[config.mk]
export PLATFORM = sky130hd
export DESIGN_NAME = bounce_gen_flat
export DESIGN_NICKNAME = d
export VERILOG_FILES = /design/src/rtl/bounce_gen_if.sv /design/src/rtl/bounce_gen.sv /design/src/flat_wrapper.sv
export SDC_FILE = /design/constraint.sdc
export NUM_CORES = 1
export LEC_CHECK = 0
export ABC_AREA = 1
export BUFFER_PORTS_ARGS = -buffer_cell sky130_fd_sc_hd__buf_4
export CORE_MARGIN = 2
export CORE_UTILIZATION = 50
export DETAILED_ROUTE_END_ITERATION = 10
export PLACE_DENSITY = 0.78
export SYNTH_ARGS = -nofsm -noshare
export SYNTH_HDL_FRONTEND = slang
export SYNTH_SLANG_ARGS = --single-unit
[constraint.sdc]
create_clock -name clk -period 1.7 [get_ports clk]
set_input_delay 0.255 -clock clk [delete_from_list [all_inputs] [get_ports clk]]
set_output_delay 0.255 -clock clk [all_outputs]
set_load 0.05 [all_outputs]
[src/rtl/bounce_gen_if.sv]
// Switch-emulator bus: requested level in, bouncing contact and status out.
// master drives the level, slave is the bounce generator.
interface bounce_gen_if;
    logic level_in;
    logic sw_out;
    logic busy;
    logic done;

    modport master (
        output level_in,
        input  sw_out,
        input  busy,
        input  done
    );

    modport slave (
        input  level_in,
        output sw_out,
        output busy,
        output done
    );
endinterface

[src/rtl/bounce_gen.sv]
// Mechanical switch bounce emulator: odd toggle burst, then settle and pulse done.
// Define BOUNCE_GEN_RAND_EN to stretch each hold by a 16-bit LFSR sample.
module bounce_gen #(
    parameter int BOUNCES  = 2,
    parameter int MIN_HOLD = 4,
    parameter int SETTLE   = 8,
    parameter int HOLD_W   = 4
) (
    input  logic        clk,
    input  logic        rst,
    bounce_gen_if.slave bus
);

    localparam int TOTAL    = 2 * BOUNCES + 1;
    localparam int NW       = $clog2(TOTAL + 1);
    localparam int HOLD_MAX = MIN_HOLD + (1 << HOLD_W) - 1;
    localparam int T_MAX    = (HOLD_MAX > SETTLE) ? HOLD_MAX : SETTLE;
    localparam int CW       = $clog2(T_MAX + 1);

    localparam logic [CW-1:0] L_SETTLE = CW'(SETTLE - 1);
    localparam logic [NW-1:0] L_TOTAL  = NW'(TOTAL);

    typedef enum logic [1:0] {
        S_IDLE,
        S_BOUNCE,
        S_SETTLE
    } state_t;

    state_t        r_state;
    logic          r_sw;
    logic          r_busy;
    logic          r_done;
    logic          r_tgt;
    logic [NW-1:0] r_cnt;
    logic [CW-1:0] r_tmr;

    state_t        w_state;
    logic          w_sw;
    logic          w_busy;
    logic          w_done;
    logic          w_tgt;
    logic [NW-1:0] w_cnt;
    logic [CW-1:0] w_tmr;
    logic [CW-1:0] w_hold;

`ifdef BOUNCE_GEN_RAND_EN
    logic [15:0] r_lfsr;
    logic        w_fb;

    assign w_fb = r_lfsr[15] ^ r_lfsr[13] ^ r_lfsr[12] ^ r_lfsr[10];

    always_ff @(posedge clk or negedge rst) begin
        if (!rst) begin
            r_lfsr <= 16'hACE1;
        end else begin
            r_lfsr <= {r_lfsr[14:0], w_fb};
        end
    end

    assign w_hold = CW'(MIN_HOLD - 1) + CW'(r_lfsr[HOLD_W-1:0]);
`else
    assign w_hold = CW'(MIN_HOLD - 1);
`endif

    // Timers hold "cycles remaining minus one" so zero means act this edge.
    always_comb begin
        w_state = r_state;
        w_sw    = r_sw;
        w_busy  = r_busy;
        w_done  = 1'b0;
        w_tgt   = r_tgt;
        w_cnt   = r_cnt;
        w_tmr   = r_tmr;
        unique case (r_state)
            S_IDLE: begin
                w_busy = 1'b0;
                if (bus.level_in != r_sw) begin
                    w_tgt  = bus.level_in;
                    w_sw   = ~r_sw;
                    w_cnt  = NW'(1);
                    w_busy = 1'b1;
                    if (TOTAL == 1) begin
                        w_state = S_SETTLE;
                        w_tmr   = L_SETTLE;
                    end else begin
                        w_state = S_BOUNCE;
                        w_tmr   = w_hold;
                    end
                end
            end
            S_BOUNCE: begin
                if (r_tmr == '0) begin
                    w_cnt = r_cnt + NW'(1);
                    if (r_cnt + NW'(1) == L_TOTAL) begin
                        w_sw    = r_tgt;
                        w_state = S_SETTLE;
                        w_tmr   = L_SETTLE;
                    end else begin
                        w_sw  = ~r_sw;
                        w_tmr = w_hold;
                    end
                end else begin
                    w_tmr = r_tmr - CW'(1);
                end
            end
            S_SETTLE: begin
                if (r_tmr == '0) begin
                    w_state = S_IDLE;
                    w_busy  = 1'b0;
                    w_done  = 1'b1;
                    w_cnt   = '0;
                end else begin
                    w_tmr = r_tmr - CW'(1);
                end
            end
            default: begin
                w_state = S_IDLE;
                w_busy  = 1'b0;
            end
        endcase
    end

    always_ff @(posedge clk or negedge rst) begin
        if (!rst) begin
            r_state <= S_IDLE;
            r_sw    <= 1'b0;
            r_busy  <= 1'b0;
            r_done  <= 1'b0;
            r_tgt   <= 1'b0;
            r_cnt   <= '0;
            r_tmr   <= '0;
        end else begin
            r_state <= w_state;
            r_sw    <= w_sw;
            r_busy  <= w_busy;
            r_done  <= w_done;
            r_tgt   <= w_tgt;
            r_cnt   <= w_cnt;
            r_tmr   <= w_tmr;
        end
    end

    assign bus.sw_out = r_sw;
    assign bus.busy   = r_busy;
    assign bus.done   = r_done;

endmodule
[src/flat_wrapper.sv]
// flat-port wrapper written by rule: the top's interface ports become plain ports
module bounce_gen_flat 
#(
    parameter int BOUNCES  = 2,
    parameter int MIN_HOLD = 4,
    parameter int SETTLE   = 8,
    parameter int HOLD_W   = 4
)
  (clk, rst, bus_level_in, bus_sw_out, bus_busy, bus_done);
  bounce_gen_if bus_i ();
  input  logic clk;
  input  logic rst;
  input wire logic [$bits(bus_i.level_in)-1:0] bus_level_in;
  output wire logic [$bits(bus_i.sw_out)-1:0] bus_sw_out;
  output wire logic [$bits(bus_i.busy)-1:0] bus_busy;
  output wire logic [$bits(bus_i.done)-1:0] bus_done;
  assign bus_i.level_in = bus_level_in;
  assign bus_sw_out = bus_i.sw_out;
  assign bus_busy = bus_i.busy;
  assign bus_done = bus_i.done;
  bounce_gen #(.BOUNCES(BOUNCES), .MIN_HOLD(MIN_HOLD), .SETTLE(SETTLE), .HOLD_W(HOLD_W)) u_core (.clk(clk), .rst(rst), .bus(bus_i));
endmodule
Yosys cells after proc, flatten, opt, wreduce, memory -nomap -nowiden. Index checks and enable logic that the tools add are counted.

Output and inout port bits: 3. Flip-flop bits (word level): 14.

$add $sub $neg: 2. Mux-type cells: 23. Equality and inequality tests: 9. Bitwise operators: 2. Reduce and logical (&&, ||, !) cells: 10.

Operators with widths (number): $mux W5 (3); $pmux W5 S3 (1); $mux W3 (4); $pmux W3 S3 (1); $mux W2 (4); $ne A2 B1 Y1 const B (4); $reduce_and A4 Y1 (2); $mux W1 (7); $pmux W2 S3 (1); $reduce_and A3 Y1 (2); $logic_not A5 Y1 (1); $sub A5 B1 Y5 const B (1); $reduce_and A2 Y1 (2); $add A3 B1 Y3 const B (1); $eq A3 B3 Y1 const B (1); $pmux W1 S3 (1); $reduce_bool A3 Y1 (1); $eq A2 B1 Y1 const B (1); $eq A2 B2 Y1 const B (1); $logic_not A2 Y1 (1); $ne A2 B2 Y1 const B (1); $not A1 Y1 (2); $pmux W1 S2 (1); $reduce_bool A2 Y1 (1); $ne A1 B1 Y1 (1).

Depth between registers and ports, before layout.
Depth after elaboration: 5. Mapped depth: 11. Mapped depth without buffers: 11.

Worst setup path before layout. OpenSTA, ideal clock, no wires.

Path type: flip-flop to flip-flop. Start point: register u_core.r_sw, in the netlist u_core.bus.sw_out. End point: register u_core.r_tmr[0]. Period minus slack after synthesis: 1.402 ns. Library setup time: 0.123 ns. Setup slack: 0.298 ns. Stages on the path, launching flop included: 8. Buffers on the path: 0. Arrival time: 1.279 ns. Cells stage by stage: dfrtp_1 > inv_1 > nand2_1 > nand3_2 > nand3_2 > inv_1 > o21ai_0 > nand2_1.

Longest elaborated chain between the ends: 3.

Ends and longest elaborated chain: from (decl) (RTL line bounce_gen.sv:30) `logic r_sw;`; from (signal assigned) (RTL line bounce_gen.sv:134) `r_sw <= w_sw;`; $ne A1 B1 Y1 (RTL line bounce_gen.sv:77) `if (bus.level_in != r_sw) begin`; $ne A2 B1 Y1 (no source line); $reduce_and A3 Y1 (no source line); to (signal assigned) (RTL line bounce_gen.sv:139) `r_tmr <= w_tmr;`; to (decl) (RTL line bounce_gen.sv:35) `logic [CW-1:0] r_tmr;`.

Every way passes these cells. A chain may end at the register's enable or synchronous reset.

Final worst setup path.
Start point: register u_core.r_tmr[0]. End point: register u_core.r_tmr[0].

Longest elaborated chain between the ends: 3.

Ends and longest elaborated chain: $sub A5 B1 Y5 or $logic_not A5 Y1 (tied branches); $mux W5, or another cell as far along (RTL line bounce_gen.sv:107) `if (r_tmr == '0) begin`; $pmux W5 S3 or $reduce_and A3 Y1 (tied branches).

Parallel ways exist; a longest one is shown, timed or not. The select of a mux whose other input is x is not followed.

==> results.yml <==
placement:
  detailed_place.area_sq_um: 1010
  io_buffers: 5
  dpl_worst_slack_ns: 0.145
  place_congestion: 0.843
  hpwlAfterDp_um: 1340
setup_path:
  path_common_cell: "inv_1"
  crit_slowest_cell: "dfrtp_1"
  arrival_ns: 1.71
  crit_path_start_kind: "flip-flop"
  rr_startpoint: "u_core.r_tmr[0]"
  path_buf_inv: 3
  path_delay_family: "simple AND/OR/NAND/NOR gates"
  crit_fanout: 6
  path_class: "flip-flop to flip-flop"
  cp-end-kind: "flip-flop"
  worst-r2r-setup-slack_ns: 0.17
  crit_chain: "inv_1 > ha_1 > inv_1 > nor2_2 > nand3_1 > nand3_2 > inv_1 > o21ai_0 > nand2_1"
  crit_required_ns: 1.87
  reg2reg_depth: 9
  r2r_end: "u_core.r_tmr[0]"
  cp_slowest_stage_delay_ns: 0.40
finish:
  area_delta_synth_final_pct: 11.1
  antenna_cells: 0
  drive_above_1_share_pct: 16.2
  utilization_pct: 60.1
  fin_area_sq_um: 1060
  nFillCells: 165
  nNetsFinal: 148
  seq_area_sq_um: 350
  multi_input_area_sq_um: 517
clock_network:
  cts_buffer_depth: 2
  clk_pin_slew_ns: 0.09
  cts_tree: "built"
  insertion_delay_ns: 0.28
  cts_root_buf: "clkbuf_4"
  cts_setup_buffers: 0
  ctsHtreeMaxLevel: 1
  cts_made_buffers: 3
  clock_sinks: 14
synth:
  synth_edf_count: 0
  yosysMostFrequentCell: "nand2_1"
  synth-compound-area-share_pct: 8.78
  yosysSeqAreaShare_pct: 36.7
  syn-cell-area_sq_um: 955
  yosys.area_share.simple_pct: 33.7
  synth_largest_area_cell: "dfrtp_1"
  synthMuxAreaShare_pct: 0
  ys.flop_type: "dfrtp_1"
  yosysWarningCount: 0
  synthAdderAreaFrac_pct: 10.5
  synthXorXnorAreaFrac_pct: 0.917
  synth.distinct_cells: 19
  async_reset_ff_share_pct: 100
  ys_ff_latch: 14
  synth_top_family_by_area: "simple AND/OR/NAND/NOR gates"
  ys_top_cells_by_count: "nand2_1, inv_1, dfrtp_1, o21ai_0"
  synth_area_leaders: "dfrtp_1, nand2_1, ha_1"
  syn_inst: 127
  yosysTopAreaCellShare_pct: 36.7
  syn_avg_cell_area_sq_um: 7.52
  syn_nets: 138
floorplanning:
  design.core.area_sq_um: 1760
  row_count: 15
  die_height_um: 47.7
  initial_core_util_pct: 54.1
  pin_count: 6
  dieArea_sq_um: 2270
  fp.dieW_um: 47.7
detailed_routing:
  post_drt_wl_per_cell_um: 10.7
  via_per_inst: 4.81
  drc: 0
  first_pass_iters: 6
  routed_wl_um: 1720
  drt_iter0_drc: 21
  ant_nets: 0
  vias: 774
  highest_layer: "met4"
  wl_met3_um: 39
  wl_met1_um: 785
  dr_wl_met2_um: 838
job:
  maxCapViolations: 0
timing:
  slew_headroom_pct: 85.7
  fmax_mhz: 652
  finalCriticalPeriod_ns: 1.53
  setup_violations: 0
  grt_setup_unrepaired: "false"
  timing.final.max_slew_violations: 0
  holdWs_ns: 0.310
  tightest_slew_ns: 0.215
  fin_tns_setup_ns: 0
  finalCritPeriodShare_pct: 90.3
  finalClockSkew_ns: 0.00263
  setup_ws_ns: 0.165
  hold_viol_final: 0
hold_path:
  holdPathStages: 3
  min_from: "bus_level_in"
  whs_endpoint: "u_core.r_tgt"
  hold_path.class: "primary input to flip-flop"
grt:
  grt_pass1_wl_um: 2890
  grt_pass1_vias: 700
  grt_usage_pct: 18.8
  grt_antenna_before_repair: 0
  grt_overflow: 0
  grt_max_degree: 15
outcome:
  status: "finished, final reports clean"
power:
  power_density_nw_per_um2: 2060
  leakage_nw: 0.578
  peakVddDrop_uv: 744
==> layout make-up <==
| type | instances | share of cell area [%] |
|---|---|---|
| Multi-Input combinational cell | 91 | 48.7 |
| Tap cell | 25 | 2.95 |
| Inverter | 21 | 7.43 |
| Clock buffer | 4 | 3.42 |
| Timing Repair Buffer | 6 | 4.48 |
| Sequential cell | 14 | 33.0 |
==> routing by layer <==
layer / global-route usage, % / vias to the layer above
met3: 3.77 / 6
met5: 0 / -
met2: 29.6 / 12
li1: - / 409
met4: 14.1 / 0
met1: 22.6 / 347
==> what timing repair did <==
action                                  4_1_cts  5_1_grt
endpoints found under the setup margin        0        4
resized for setup                             0        1
hold buffers                                  1        0
hold endpoints to repair                     14        0
==> kinds of logic after synthesis <==
| group | Yosys count |
|---|---|
| simple gates | 66 |
| buf+inv | 22 |
| compound gates | 16 |
| flops | 14 |
| fa+ha+maj | 8 |
| xor+xnor | 1 |
==> power by group <==
part	internal, mW	switching, mW	total [mW]
clock network	0.130	0.112	0.243
logic	0.458	0.894	1.35
registers	0.474	0.120	0.593
==> worst register-to-register path: cells and delay by family, from the launching register on <==
family                     cells  cell delay [ns]
and+or+nand+nor                4             0.55
buffers and inverters          3             0.25
DFF                            1             0.40
AOI/OAI and AO/OA              1             0.07
adders and majority gates      1             0.16
==> worst max-delay path by stage <==
stage	from	depth (start not counted)	slack [ns]	to
global route	u_core.r_tmr[0]	9	0.07	u_core.bus.sw_out
global placement	u_core.r_state[1]	8	0.21	u_core.r_tmr[3]
detailed placement	u_core.r_state[1]	8	0.15	u_core.r_tmr[4]
finish	u_core.r_tmr[0]	9	0.17	u_core.r_tmr[0]
CTS	u_core.r_state[1]	8	0.12	u_core.r_tmr[4]
floorplan	u_core.bus.sw_out	7	0.30	u_core.r_tmr[0]
==> cell usage in the layout (no fill, tap or decap), types with 3 or more instances in the layout <==
master    synthesis  final
nand2_1          39     39
inv_1            21     21
dfrtp_1          14     14
o21ai_0          10     10
nand2_2           3      3
ha_1              8      7
nor2_1            6      6
clkbuf_4          0      3
buf_4             0      5
a21oi_1           3      3
nor2_4            3      3
nand3_1           8      8
nand3_2           3      3
==> per-stage QoR <==
step,power (mW),std cells
floorplan,1.69,127
global placement,1.90,156
detailed placement,1.94,156
CTS,2.19,161
global route,2.43,161
finish,2.19,161
==> state kept, by name (all words and copies together), names as in the netlist <==
signal             flops
u_core.r_tgt           1
u_core.r_state         2
u_core.bus.done        1
u_core.bus.sw_out      1
u_core.bus.busy        1
u_core.r_tmr           5
u_core.r_cnt           3
Note: power is estimated with default switching activity, not from simulation.
